### src/rtl/imem_loader_pkg.sv
// +----------------------------------------------------------------------+
// | imem_loader_pkg : shared state encoding and byte-order constants     |
// | Revision: 1.0                                                        |
// +----------------------------------------------------------------------+
`default_nettype none

package imem_loader_pkg;

   typedef enum logic [2:0] {
      ST_IDLE  = 3'd0,
      ST_LEN   = 3'd1,
      ST_DATA  = 3'd2,
      ST_WRITE = 3'd3,
      ST_CSUM  = 3'd4,
      ST_DONE  = 3'd5
   } state_t;

   localparam int BYTES_PER_WORD = 4;
   localparam bit MSB_FIRST      = 1'b1;

endpackage

`default_nettype wire

### src/rtl/imem_loader_word_packer.sv
// +----------------------------------------------------------------------+
// | word_packer : shifts stream bytes into a 32-bit instruction word     |
// | Revision: 1.0                                                        |
// +----------------------------------------------------------------------+
`default_nettype none

module word_packer
   import imem_loader_pkg::*;
(
   input  logic        clk,
   input  logic        reset,
   input  logic        clear,
   input  logic        shift_en,
   input  logic [7:0]  byte_in,
   output logic [31:0] word,
   output logic        word_full
);

   logic [31:0] word_q, word_d;
   logic [1:0]  cnt_q, cnt_d;

   always_comb begin
      word_d = word_q;
      cnt_d  = cnt_q;
      if (clear) begin
         word_d = '0;
         cnt_d  = '0;
      end else if (shift_en) begin
         if (MSB_FIRST) word_d = {word_q[23:0], byte_in};
         else           word_d = {byte_in, word_q[31:8]};
         cnt_d = cnt_q + 2'd1;
      end
   end

   always_ff @(posedge clk or posedge reset) begin
      if (reset) begin
         word_q <= '0;
         cnt_q  <= '0;
      end else begin
         word_q <= word_d;
         cnt_q  <= cnt_d;
      end
   end

   // High on the shift that completes the current word.
   assign word_full = shift_en && !clear && (cnt_q == 2'(BYTES_PER_WORD - 1));
   assign word      = word_q;

endmodule

`default_nettype wire

### src/rtl/imem_loader.sv
// +----------------------------------------------------------------------+
// | imem_loader : byte-stream program loader for the instruction memory  |
// | Revision: 1.0                                                        |
// +----------------------------------------------------------------------+
`default_nettype none

module imem_loader
   import imem_loader_pkg::*;
#(
   parameter int ADDR_WIDTH = 4
) (
   input  logic                  clk,
   input  logic                  reset,
   input  logic                  start,
   input  logic                  in_valid,
   input  logic [7:0]            in_data,
   output logic                  in_ready,
   output logic                  imem_we,
   output logic [ADDR_WIDTH-1:0] imem_addr,
   output logic [31:0]           imem_wdata,
   output logic                  cpu_hold,
   output logic                  done,
   output logic                  error
);

   localparam int LEN_W = ADDR_WIDTH + 1;
   localparam int unsigned MEM_WORDS = 2 ** ADDR_WIDTH;

   state_t           state_q, state_d;
   logic [LEN_W-1:0] len_q, len_d;
   logic [LEN_W-1:0] wcnt_q, wcnt_d;
   logic [7:0]       csum_q, csum_d;
   logic             in_ready_q, in_ready_d;
   logic             imem_we_q, imem_we_d;
   logic             cpu_hold_q, cpu_hold_d;
   logic             done_q, done_d;
   logic             error_q, error_d;

   logic             xfer;
   logic             len_bad;
   logic             pk_clear, pk_shift, pk_full;
   logic [31:0]      pk_word;

   word_packer u_packer (
      .clk       (clk),
      .reset     (reset),
      .clear     (pk_clear),
      .shift_en  (pk_shift),
      .byte_in   (in_data),
      .word      (pk_word),
      .word_full (pk_full)
   );

   assign xfer    = in_valid && in_ready_q;
   assign len_bad = (in_data == 8'd0) || (32'(in_data) > MEM_WORDS);

   always_comb begin
      state_d    = state_q;
      len_d      = len_q;
      wcnt_d     = wcnt_q;
      csum_d     = csum_q;
      cpu_hold_d = cpu_hold_q;
      done_d     = done_q;
      error_d    = error_q;
      pk_clear   = 1'b0;
      pk_shift   = 1'b0;

      case (state_q)
         ST_IDLE: begin
            if (start) begin
               state_d    = ST_LEN;
               error_d    = 1'b0;
               done_d     = 1'b0;
               cpu_hold_d = 1'b1;
            end
         end
         ST_LEN: begin
            if (xfer) begin
               if (len_bad) begin
                  error_d = 1'b1;
                  state_d = ST_IDLE;
               end else begin
                  len_d    = LEN_W'(in_data);
                  wcnt_d   = '0;
                  csum_d   = '0;
                  pk_clear = 1'b1;
                  state_d  = ST_DATA;
               end
            end
         end
         ST_DATA: begin
            if (xfer) begin
               pk_shift = 1'b1;
               csum_d   = csum_q ^ in_data;
               if (pk_full) state_d = ST_WRITE;
            end
         end
         ST_WRITE: begin
            wcnt_d  = wcnt_q + 1'b1;
            state_d = (wcnt_d == len_q) ? ST_CSUM : ST_DATA;
         end
         ST_CSUM: begin
            if (xfer) begin
               if (in_data == csum_q) begin
                  done_d     = 1'b1;
                  cpu_hold_d = 1'b0;
                  state_d    = ST_DONE;
               end else begin
                  error_d = 1'b1;
                  state_d = ST_IDLE;
               end
            end
         end
         ST_DONE: begin
            if (start) begin
               state_d    = ST_LEN;
               done_d     = 1'b0;
               error_d    = 1'b0;
               cpu_hold_d = 1'b1;
            end
         end
         default: state_d = ST_IDLE;
      endcase

      // Outputs are registered, so they are decoded from the next state.
      in_ready_d = (state_d == ST_LEN) || (state_d == ST_DATA) || (state_d == ST_CSUM);
      imem_we_d  = (state_d == ST_WRITE);
   end

   always_ff @(posedge clk or posedge reset) begin
      if (reset) begin
         state_q    <= ST_IDLE;
         len_q      <= '0;
         wcnt_q     <= '0;
         csum_q     <= '0;
         in_ready_q <= 1'b0;
         imem_we_q  <= 1'b0;
         cpu_hold_q <= 1'b1;
         done_q     <= 1'b0;
         error_q    <= 1'b0;
      end else begin
         state_q    <= state_d;
         len_q      <= len_d;
         wcnt_q     <= wcnt_d;
         csum_q     <= csum_d;
         in_ready_q <= in_ready_d;
         imem_we_q  <= imem_we_d;
         cpu_hold_q <= cpu_hold_d;
         done_q     <= done_d;
         error_q    <= error_d;
      end
   end

   assign in_ready   = in_ready_q;
   assign imem_we    = imem_we_q;
   assign imem_addr  = wcnt_q[ADDR_WIDTH-1:0];
   assign imem_wdata = pk_word;
   assign cpu_hold   = cpu_hold_q;
   assign done       = done_q;
   assign error      = error_q;

endmodule

`default_nettype wire

### config.mk
export PLATFORM = sky130hd
export DESIGN_NAME = imem_loader
export DESIGN_NICKNAME = d
export VERILOG_FILES = /design/src/rtl/imem_loader_pkg.sv /design/src/rtl/imem_loader_word_packer.sv /design/src/rtl/imem_loader.sv
export SDC_FILE = /design/constraint.sdc
export NUM_CORES = 1
export LEC_CHECK = 0
export ABC_AREA = 1
export ABC_CLOCK_PERIOD_IN_PS = 3100
export CORE_ASPECT_RATIO = 1.25
export CORE_MARGIN = 2
export CORE_UTILIZATION = 60
export CTS_BUF_LIST = sky130_fd_sc_hd__clkbuf_8
export DETAILED_ROUTE_END_ITERATION = 16
export DONT_BUFFER_PORTS = 1
export HOLD_SLACK_MARGIN = 0.12
export PLACE_DENSITY = 0.76
export SLEW_MARGIN = 20
export SYNTH_ARGS = -nofsm -noshare
export SYNTH_HDL_FRONTEND = slang
export SYNTH_SLANG_ARGS = --single-unit
### constraint.sdc
create_clock -name clk -period 3.1 [get_ports clk]
set_input_delay 0.31 -clock clk [delete_from_list [all_inputs] [get_ports clk]]
set_output_delay 0.31 -clock clk [all_outputs]
set_load 0.02 [all_outputs]
==> metrics, run 1 <==
status=completed; GRT Overall Usage=23.19%; delay of the slowest critical-path stage=430 ps; IO buf count=0; clock sinks=60; CTS tree=built; Initial Util=62.26%; overall routed net length=5356 um; GPL Wtd Cong=0.8971; I/O pins=53; Setup violations, final=0; post-DR vias/cell=5.240; LEAKAGE=1.573 nW; vias=2049; ys flop type=dfrtp_1; WL/cell=13.70 um; Post-synth EDFFs=0; # H-tree levels=3; synthesized area per cell=8.530 um^2; row cnt=27; top cells by count, synth=nand2_1, dfrtp_1, inv_1; RSZ-0062 raised after global routing=false; post-placement cell area=2748 um^2; Cells after DPL=371; Clock Skew=9.358 ps; register area share after synthesis=54.54%; crit start category=register; initial antenna violation count=0; Final HPWL DP=3646 um; clk_lat worst skew=330 ps; asr flop ratio synth=100.0%; Antenna Violating Nets Remaining=0; vias in the first global route=2018; Post-Synthesis Cell Area=2755 um^2; Residual DRC=0; Root Driver=clkbuf_8; Synth Instances=323; max-capacitance violation count=0; Fin Setup TNS=0 ps; clk buf depth=2; Initial DRT Pass Iterations=4; Setup CP Type=reg -> reg; fmax=470.3 MHz; Tmin final=2126 ps; Slew Viols, Final=0; Req. time, crit path=3360 ps; Final Cell Area=2993 um^2; crit-path max FO=22; worst hold path class=in -> reg; Initial DRC Count=189; Nets=342; total power=3.305 mW; total congestion overflow=0; Post-CTS Resized=0; share of the synthesized area in the top cell type=53.59%; first-pass GRT wire length=9011 um; share of layout cells above drive strength 1=9.009%; Yosys reg bits=60; Net Count, Synth=337; peak supply drop=0.0006817 V; CP Cell Sequence=inv_2, nor3_2, nand2_1, nor2_2, nand3_2, nand2_2, buf_4, nand4_1, o21ai_1; Final Hold Violating Endpoints=0; top-count cell post-synth=nand2_1; Reg clk slew, reported paths=70 ps; Non-Filler Instances=391; Slew HR=45.06%; Die Wd=64.61 um; biggest area consumer among synthesized cells=dfrtp_1; largest net degree at the start of global routing=51; slowest stage cell, crit path=dfrtp_1; Inserted Clock Buffers=9; antenna cells=0; synth top area cells=dfrtp_1, nand2_1, inv_1, o22ai_1, o21ai_0; fin crit share=68.60%; Die Y-Extent=79.76 um; Worst-Margin Slew=823.2 ps; Core Area=4425 um^2; CP endpoint kind=register; Synth Warn #=0; die area=5153 um^2; Layout area overhead=8.629%; crit path DAT=2390 ps; PD cells=1104 nW/um^2; Synth cell types=25
[through the flow]
stage                     setup WS [ps]  hold slack (ps)  util, %
after floorplan                    1307            431.0        -
after global placement             1104            440.2    62.09
after detailed placement          997.8            443.6    62.09
after CTS                         973.2            121.3    67.37
after global routing              786.8            178.0    67.63
final                             973.6            173.9    67.63
[final cells by class]
| type | instances | area, um^2 |
|---|---|---|
| clock inverters | 5 | 52.55 |
| clock buffers | 11 | 151.4 |
| inverters | 62 | 234.0 |
| multi-input cells | 188 | 917.1 |
| fillers | 360 | 1433 |
| well taps | 58 | 72.57 |
| repair buffers | 7 | 62.56 |
| flip-flops and latches | 60 | 1503 |
[state kept, by name (all words and copies together), names as in the netlist]
signal and count:
u_packer.word 32, csum_q 8, len_q 5, wcnt_q 5, state_q 3, u_packer.cnt_q 2, cpu_hold 1, done 1
error 1, imem_we 1, in_ready 1
[logic make-up (layout without fill, tap and decap cells)]
family / count (synthesis) / after routing / synth area share, %
simple gates: 125 / 125 / 19.94
buf+inv: 75 / 85 / 12.17
compound gates: 61 / 61 / 12.44
flops: 60 / 60 / 54.54
fa+ha+maj: 2 / 2 / 0.9081
[worst max-delay path, delay by kind of cell (launching register included)]
family / cells / cell delay, ps
buffers and inverters: 2 / 380
and+or+nand+nor: 6 / 1140
DFF: 1 / 430
AOI/OAI and AO/OA: 1 / 110
[cell usage in the layout (no fill, tap or decap), types with 3 or more instances in the layout]
cell type,n
nand2_1,83
inv_1,60
dfrtp_1,59
o22ai_1,30
o21ai_0,25
nor2_1,13
nand3_1,12
clkbuf_8,11
nand4_1,5
dlygate4sd3_1,4
nor3_1,3
inv_2,3
nand2_2,3
o21ai_1,3
a21oi_1,3
buf_4,3
[path summary, 6_finish.rpt]
path	start	end	slack [ps]	depth (start not counted)
max reg2reg	state_q[0]$_DFF_PP0_	csum_q[3]$_DFFE_PP0P_	970	9
max	state_q[0]$_DFF_PP0_	csum_q[3]$_DFFE_PP0P_	970	9
min in group asynchronous	reset	csum_q[1]$_DFFE_PP0P_	570	2
min	in_data[0]	len_q[0]$_DFFE_PP0P_	170	2
min reg2reg	len_q[2]$_DFFE_PP0P_	len_q[2]$_DFFE_PP0P_	500	2
max in group asynchronous	reset	cpu_hold$_DFFE_PP1P_	1800	3
[report_power, final]
group          switching (mW)  internal, mW  leakage (nW)
clock                   0.293         0.409         0.104
combinational           0.526         0.318         0.726
sequential              0.601          1.16         0.743
[routing by layer]
layer / GRT usage, % / vias to the layer above / share of wire [%]
met1: 28.68 / 944 / 45
met5: 0 / - / 0
met4: 9.787 / 0 / 0.90
li1: - / 1043 / -
met3: 8.886 / 7 / 5.9
met2: 36.46 / 55 / 48
[timing repair]
item                                    4_1_cts  5_1_grt
hold buffers                                  3        1
hold endpoints to repair                      3       49
buffers inserted                              0        0
endpoints found under the setup margin        0        0
No activity file was read; power rests on OpenSTA's default activity.
==> run 2: changes to the inputs <==
--- a/config.mk
+++ b/config.mk
@@ -6,7 +6,7 @@
 export NUM_CORES = 1
 export LEC_CHECK = 0
 export ABC_AREA = 1
-export ABC_CLOCK_PERIOD_IN_PS = 3100
+export ABC_CLOCK_PERIOD_IN_PS = 2160
 export CORE_ASPECT_RATIO = 1.25
 export CORE_MARGIN = 2
 export CORE_UTILIZATION = 60
==> constraint.sdc (replaced) <==
create_clock -name clk -period 2.16 [get_ports clk]
set_input_delay 0.216 -clock clk [delete_from_list [all_inputs] [get_ports clk]]
set_output_delay 0.216 -clock clk [all_outputs]
set_load 0.02 [all_outputs]
==> run 2 against run 1 <==
Net effect: clock power is 22% higher; die area stayed put; sequential share of layout area is 1.0 points lower; final cell count is 2.0% higher; critical path type unchanged; largest power group unchanged.
==> metrics, run 2 (synthesis gave the netlist of run 1 again) <==
PD cells=1516 nW/um^2; Inserted Clock Buffers=9; Initial DRT Pass Iterations=4; RSZ-0062 raised after global routing=false; Nets=350; Worst R2R Setup Slack=330 ps; fmax=545.9 MHz; clk_lat worst skew=330 ps; FF+latch area=1503 um^2; most frequent cells in the layout=nand2_1, inv_1, dfrtp_1; area of the multi-input gates=917.1 um^2; Clock Skew=7.978 ps; Util after Layout=69.04%; Final HPWL DP=3693 um; vias in the first global route=2176; CP endpoint kind=register; initial antenna violation count=0; number of fill cells in the layout=358; total congestion overflow=0; status=completed; die area=5153 um^2; first-pass GRT wire length=9280 um; Initial DRC Count=144; share of layout cells above drive strength 1=9.677%; row cnt=27; crit start category=register; crit-path max FO=37; worst hold path class=in -> reg; total power=4.632 mW; GRT Overall Usage=23.85%; vias=2096; postcts setup bufs=0; Reg clk slew, reported paths=60 ps; leading cell type in the layout, fill and taps excluded=nand2_1; IO buf count=0; Min Hold Slack=134.0 ps; GPL Wtd Cong=0.8176; Slew Viols, Final=0; # H-tree levels=3; post-DR vias/cell=5.253; Layout area overhead=10.90%; Worst-Margin Slew=453.1 ps; Cells after DPL=374; Initial Util=62.26%; WL/cell=13.59 um; Antenna Violating Nets Remaining=0; Core Area=4425 um^2; Setup violations, final=0; Residual DRC=0; CTS tree=built; Slew HR=69.56%; largest net degree at the start of global routing=61; max-capacitance violation count=0; LEAKAGE=1.604 nW; clock sinks=60; Die Wd=64.61 um; crit path DAT=2080 ps; max FFs per register=32; Final Hold Violating Endpoints=0; overall routed net length=5424 um; Non-Filler Instances=399; Root Driver=clkbuf_8; Req. time, crit path=2410 ps; Fin Setup TNS=0 ps; Tmin final=1832 ps; Setup CP Type=reg -> reg; fin crit share=84.81%; peak supply drop=0.0009163 V; I/O pins=53; clk buf depth=2; Die Y-Extent=79.76 um; antenna cells=0
run 2: cell types whose count changed in the layout (fill, tap and decap cells not counted), sizes merged:
cell         before  now
buf               3    6
clkbuf           11   10
dlygate4sd3       4    9
clkinv            1    2
bufinv            1    0
inv              63   64
run 2: layer usage:
layer | part of all wire (%) | global-route usage [%] | vias to the layer above
met5 | 0 | 0 | -
met4 | 0.66 | 8.298 | 0
met3 | 6.1 | 8.181 | 5
met2 | 51 | 39.90 | 58
met1 | 43 | 28.78 | 975
li1 | - | - | 1058
run 2: final cells by class:
cell class / count / area share [%]
flip-flops and latches: 60 / 49.18
multi-input cells: 188 / 30.02
inverters: 62 / 7.617
repair buffers: 15 / 5.242
clock buffers: 10 / 4.505
well taps: 58 / 2.375
clock inverters: 6 / 1.065
run 2: final timing paths:
| check | start | end | cells past startpoint |
|---|---|---|---|
| min in group asynchronous | reset | u_packer.word[9]$_DFFE_PP0P_ | 3 |
| max reg2reg | state_q[2]$_DFF_PP0_ | csum_q[3]$_DFFE_PP0P_ | 8 |
| min | in_data[6] | csum_q[6]$_DFFE_PP0P_ | 3 |
| min reg2reg | u_packer.cnt_q[1]$_DFFE_PP0P_ | u_packer.cnt_q[1]$_DFFE_PP0P_ | 2 |
| max in group asynchronous | reset | cpu_hold$_DFFE_PP1P_ | 3 |
| max | state_q[2]$_DFF_PP0_ | csum_q[3]$_DFFE_PP0P_ | 8 |
run 2: critical path, stage by stage, from the launching register on:
cell and delay, ps:
dfrtp_1 450, nor3_2 240, nand2_1 100, nor2_2 140
nand3_2 240, nand2_2 190, buf_12 200, nand4_1 100
o21ai_1 90
run 2: timing repair:
item | CTS | global route
resized for setup | 0 | 0
hold buffers | 9 | 0
hold endpoints to repair | 79 | 0
run 2: per-stage QoR:
stage	area, um^2	setup slack, ps
CTS	3055	311.5
detailed placement	2795	330.0
global placement	2795	375.3
finish	3055	328.0
global route	3055	150.7
floorplan	2755	461.0
run 2: power by group:
part,switching (mW),internal [mW]
clock,0.419,0.434
sequential,0.824,1.66
combinational,0.798,0.496
==> run 3: changes to the inputs <==
--- a/config.mk
+++ b/config.mk
@@ -5,16 +5,16 @@
 export SDC_FILE = /design/constraint.sdc
 export NUM_CORES = 1
 export LEC_CHECK = 0
-export ABC_AREA = 1
-export ABC_CLOCK_PERIOD_IN_PS = 2160
+export ABC_AREA = 0
+export ABC_CLOCK_PERIOD_IN_PS = 1600
 export CORE_ASPECT_RATIO = 1.25
 export CORE_MARGIN = 2
-export CORE_UTILIZATION = 60
+export CORE_UTILIZATION = 59
 export CTS_BUF_LIST = sky130_fd_sc_hd__clkbuf_8
 export DETAILED_ROUTE_END_ITERATION = 16
 export DONT_BUFFER_PORTS = 1
 export HOLD_SLACK_MARGIN = 0.12
-export PLACE_DENSITY = 0.76
+export PLACE_DENSITY = 0.78
 export SLEW_MARGIN = 20
 export SYNTH_ARGS = -nofsm -noshare
 export SYNTH_HDL_FRONTEND = slang
==> constraint.sdc (replaced) <==
create_clock -name clk -period 1.6 [get_ports clk]
set_input_delay 0.16 -clock clk [delete_from_list [all_inputs] [get_ports clk]]
set_output_delay 0.16 -clock clk [all_outputs]
set_load 0.02 [all_outputs]
==> run 3 against run 2 <==
Net effect: the flow now finishes with violations (negative setup slack); non-clock buffer count increased by 35; maximum frequency decreased by 0.48%; synthesized cell count fell by 9.9%; critical path depth fell by 2; combinational power increased by 53%; sequential power grew 8%; via count increased by 8.7%; final cell count is 0.75% lower; critical path type unchanged; clock skew grew 0.86 ps.
==> metrics, run 3 <==
Reg clk slew, reported paths=60 ps; CP endpoint kind=register; Non-Filler Instances=396; clk_lat worst skew=340 ps; max FFs per register=32; Cells after DPL=359; Worst R2R End=in_ready$_DFF_PP0_; die area=5258 um^2; Synth cell types=39; share of the synthesized area in the top cell type=53.35%; Die Y-Extent=80.58 um; overall routed net length=6706 um; status=finished, violations left; WL/cell=16.93 um; post-synthesis adder-cell area fraction=0.9042%; complex-gate fraction of the synthesized area=12.30%; crit-path max FO=4; total congestion overflow=0; GRT Overall Usage=27.51%; Core Area=4459 um^2; fin crit share=115.0%; worst reg-to-reg path cell count=6; top-count cell post-synth=nand2_1; failing checks=negative setup slack; Residual DRC=0; Min Hold Slack=145.0 ps; register area share after synthesis=54.29%; WHS Endpoint=state_q[0]$_DFF_PP0_; Initial DRC Count=115; fmax=543.3 MHz; switching share of power=37.07%; leading cell type in the layout, fill and taps excluded=nand2_1; share of layout cells above drive strength 1=26.04%; Tmin final=1841 ps; PD cells=1724 nW/um^2; Initial Util=62.07%; Clk network pwr share=23.5%; Post-Synthesis Cell Area=2768 um^2; Post-synth EDFFs=0; first-pass GRT wire length=10650 um; clock sinks=60; RSZ-0062 raised after global routing=true; Post-Synth Simple-Gate Area=20.12%; vias in the first global route=2259; I/O pins=53; Inserted Clock Buffers=9; max-capacitance violation count=0; hold_sp=in_valid; Synth Instances=291; top cells by count, synth=nand2_1, dfrtp_1, o21ai_0; synth top area cells=dfrtp_1, nand2_1, o21ai_0, xnor2_1, nor2_1; Initial DRT Pass Iterations=4; GPL Wtd Cong=0.8251; multiplexer area fraction after synthesis=2.441%; LEAKAGE=1.614 nW; Root Driver=clkbuf_8; crit start category=register; most frequent cells in the layout=nand2_1, dfrtp_1, o21ai_1; CTS tree=built; asr flop ratio synth=100.0%; Worst R2R Setup Slack=-240 ps; xor/xnor cell area share of the yosys netlist=5.696%; largest family of logic cells by synthesized area=simple AND/OR/NAND/NOR gates; synthesized area per cell=9.511 um^2; Setup violations, final=9; Net Count, Synth=305; IO buf count=0; vias=2278; Die Wd=65.26 um; worst hold path class=in -> reg; Net Sw Power=2.257 mW; initial antenna violation count=0; row cnt=27; biggest area consumer among synthesized cells=dfrtp_1; reg-to-reg startpoint=wcnt_q[0]$_DFFE_PP0P_; Worst-Margin Slew=436.6 ps; peak supply drop=0.001019 V; # H-tree levels=3; Req. time, crit path=1820 ps; Final HPWL DP=4047 um; ys flop type=dfrtp_1; Yosys reg bits=60; crit path DAT=2060 ps; Slew HR=70.83%; worst setup margin=-240.7 ps; Synth Warn #=0; Comb pwr share=32.4%; Layout area overhead=27.67%; Flop pwr share=44.1%; clk buf depth=2; Slew Viols, Final=0; Setup CP Type=reg -> reg; post-DR vias/cell=5.753; Antenna Violating Nets Remaining=0; Clock Skew=8.840 ps; Hold Path Depth=3; Final Hold Violating Endpoints=0; largest net degree at the start of global routing=61; Int Power=3.833 mW; antenna cells=0; Nets=348; Fin Setup TNS=-799.0 ps
-- run 3: logic make-up (layout without fill, tap and decap cells) --
logic type	Yosys count	after routing
DFF	60	60
AOI/OAI and AO/OA	62	62
adders and majority gates	2	2
buffers and inverters	21	68
xor gates and xnor gates	18	18
and+or+nand+nor	123	123
muxes	5	5
-- run 3: final cells by class --
class	instances	area [um^2]
repair buffers	50	490.5
fillers	290	925.9
clock inverters	6	81.33
well taps	58	72.57
clock buffers	9	123.9
flip-flops and latches	60	1504
multi-input cells	210	1246
inverters	3	15.01
-- run 3: power by group through the flow --
stage | combinational (mW) | clock, mW | sequential [mW]
after floorplan | 1.26 | 0 | 2.57
after global placement | 1.61 | 0 | 2.65
after detailed placement | 1.69 | 0 | 2.67
after CTS | 1.85 | 1.46 | 2.66
after global routing | 2.17 | 1.51 | 2.74
final | 1.98 | 1.43 | 2.68
-- run 3: through the flow --
step           utilization [%]  power [mW]  worst slack, ps  instance area, um^2
2_1_floorplan                -       3.826           -184.3                 2793
3_3_place_gp             67.14       4.269           -194.5                 2994
3_5_place_dp             67.14       4.356           -244.7                 2994
4_1_cts                  77.81       5.974           -243.8                 3470
5_1_grt                  79.24       6.412           -284.2                 3533
6_report                 79.24       6.090           -240.7                 3533
-- run 3: worst max-delay path, cell delays in order, from the launching register on --
cell      delay (ps)
dfrtp_1          430
ha_4             300
xnor2_2          100
nand3_1           90
or4_4            570
o21ai_4          160
a211oi_2          80
-- run 3: how the worst max path moves through the flow --
stage / startpoint / to / slack (ps) / depth (start not counted)
floorplan: wcnt_q[0]$_DFFE_PP0P_ / in_ready$_DFF_PP0_ / -180 / 6
global placement: wcnt_q[0]$_DFFE_PP0P_ / in_ready$_DFF_PP0_ / -190 / 6
detailed placement: wcnt_q[0]$_DFFE_PP0P_ / in_ready$_DFF_PP0_ / -240 / 6
CTS: wcnt_q[0]$_DFFE_PP0P_ / in_ready$_DFF_PP0_ / -240 / 6
global route: wcnt_q[0]$_DFFE_PP0P_ / in_ready$_DFF_PP0_ / -280 / 6
finish: wcnt_q[0]$_DFFE_PP0P_ / in_ready$_DFF_PP0_ / -240 / 6
-- run 3: routing by layer --
layer	share of wire [%]	track usage [%]	vias to the layer above
li1	-	-	1051
met1	40	32.59	1136
met2	51	43.78	75
met3	5.8	9.384	16
met4	2.7	15.00	0
met5	0	0	-
-- run 3: what timing repair did --
action                                 4_1_cts  5_1_grt
setup endpoints to repair                   20       58
setup buffers                                9        3
gates cloned                                 1        0
endpoints found under the hold margin       83        0
pin swaps                                   27        3
gates resized for setup                     60       13
hold buffers                                10        0
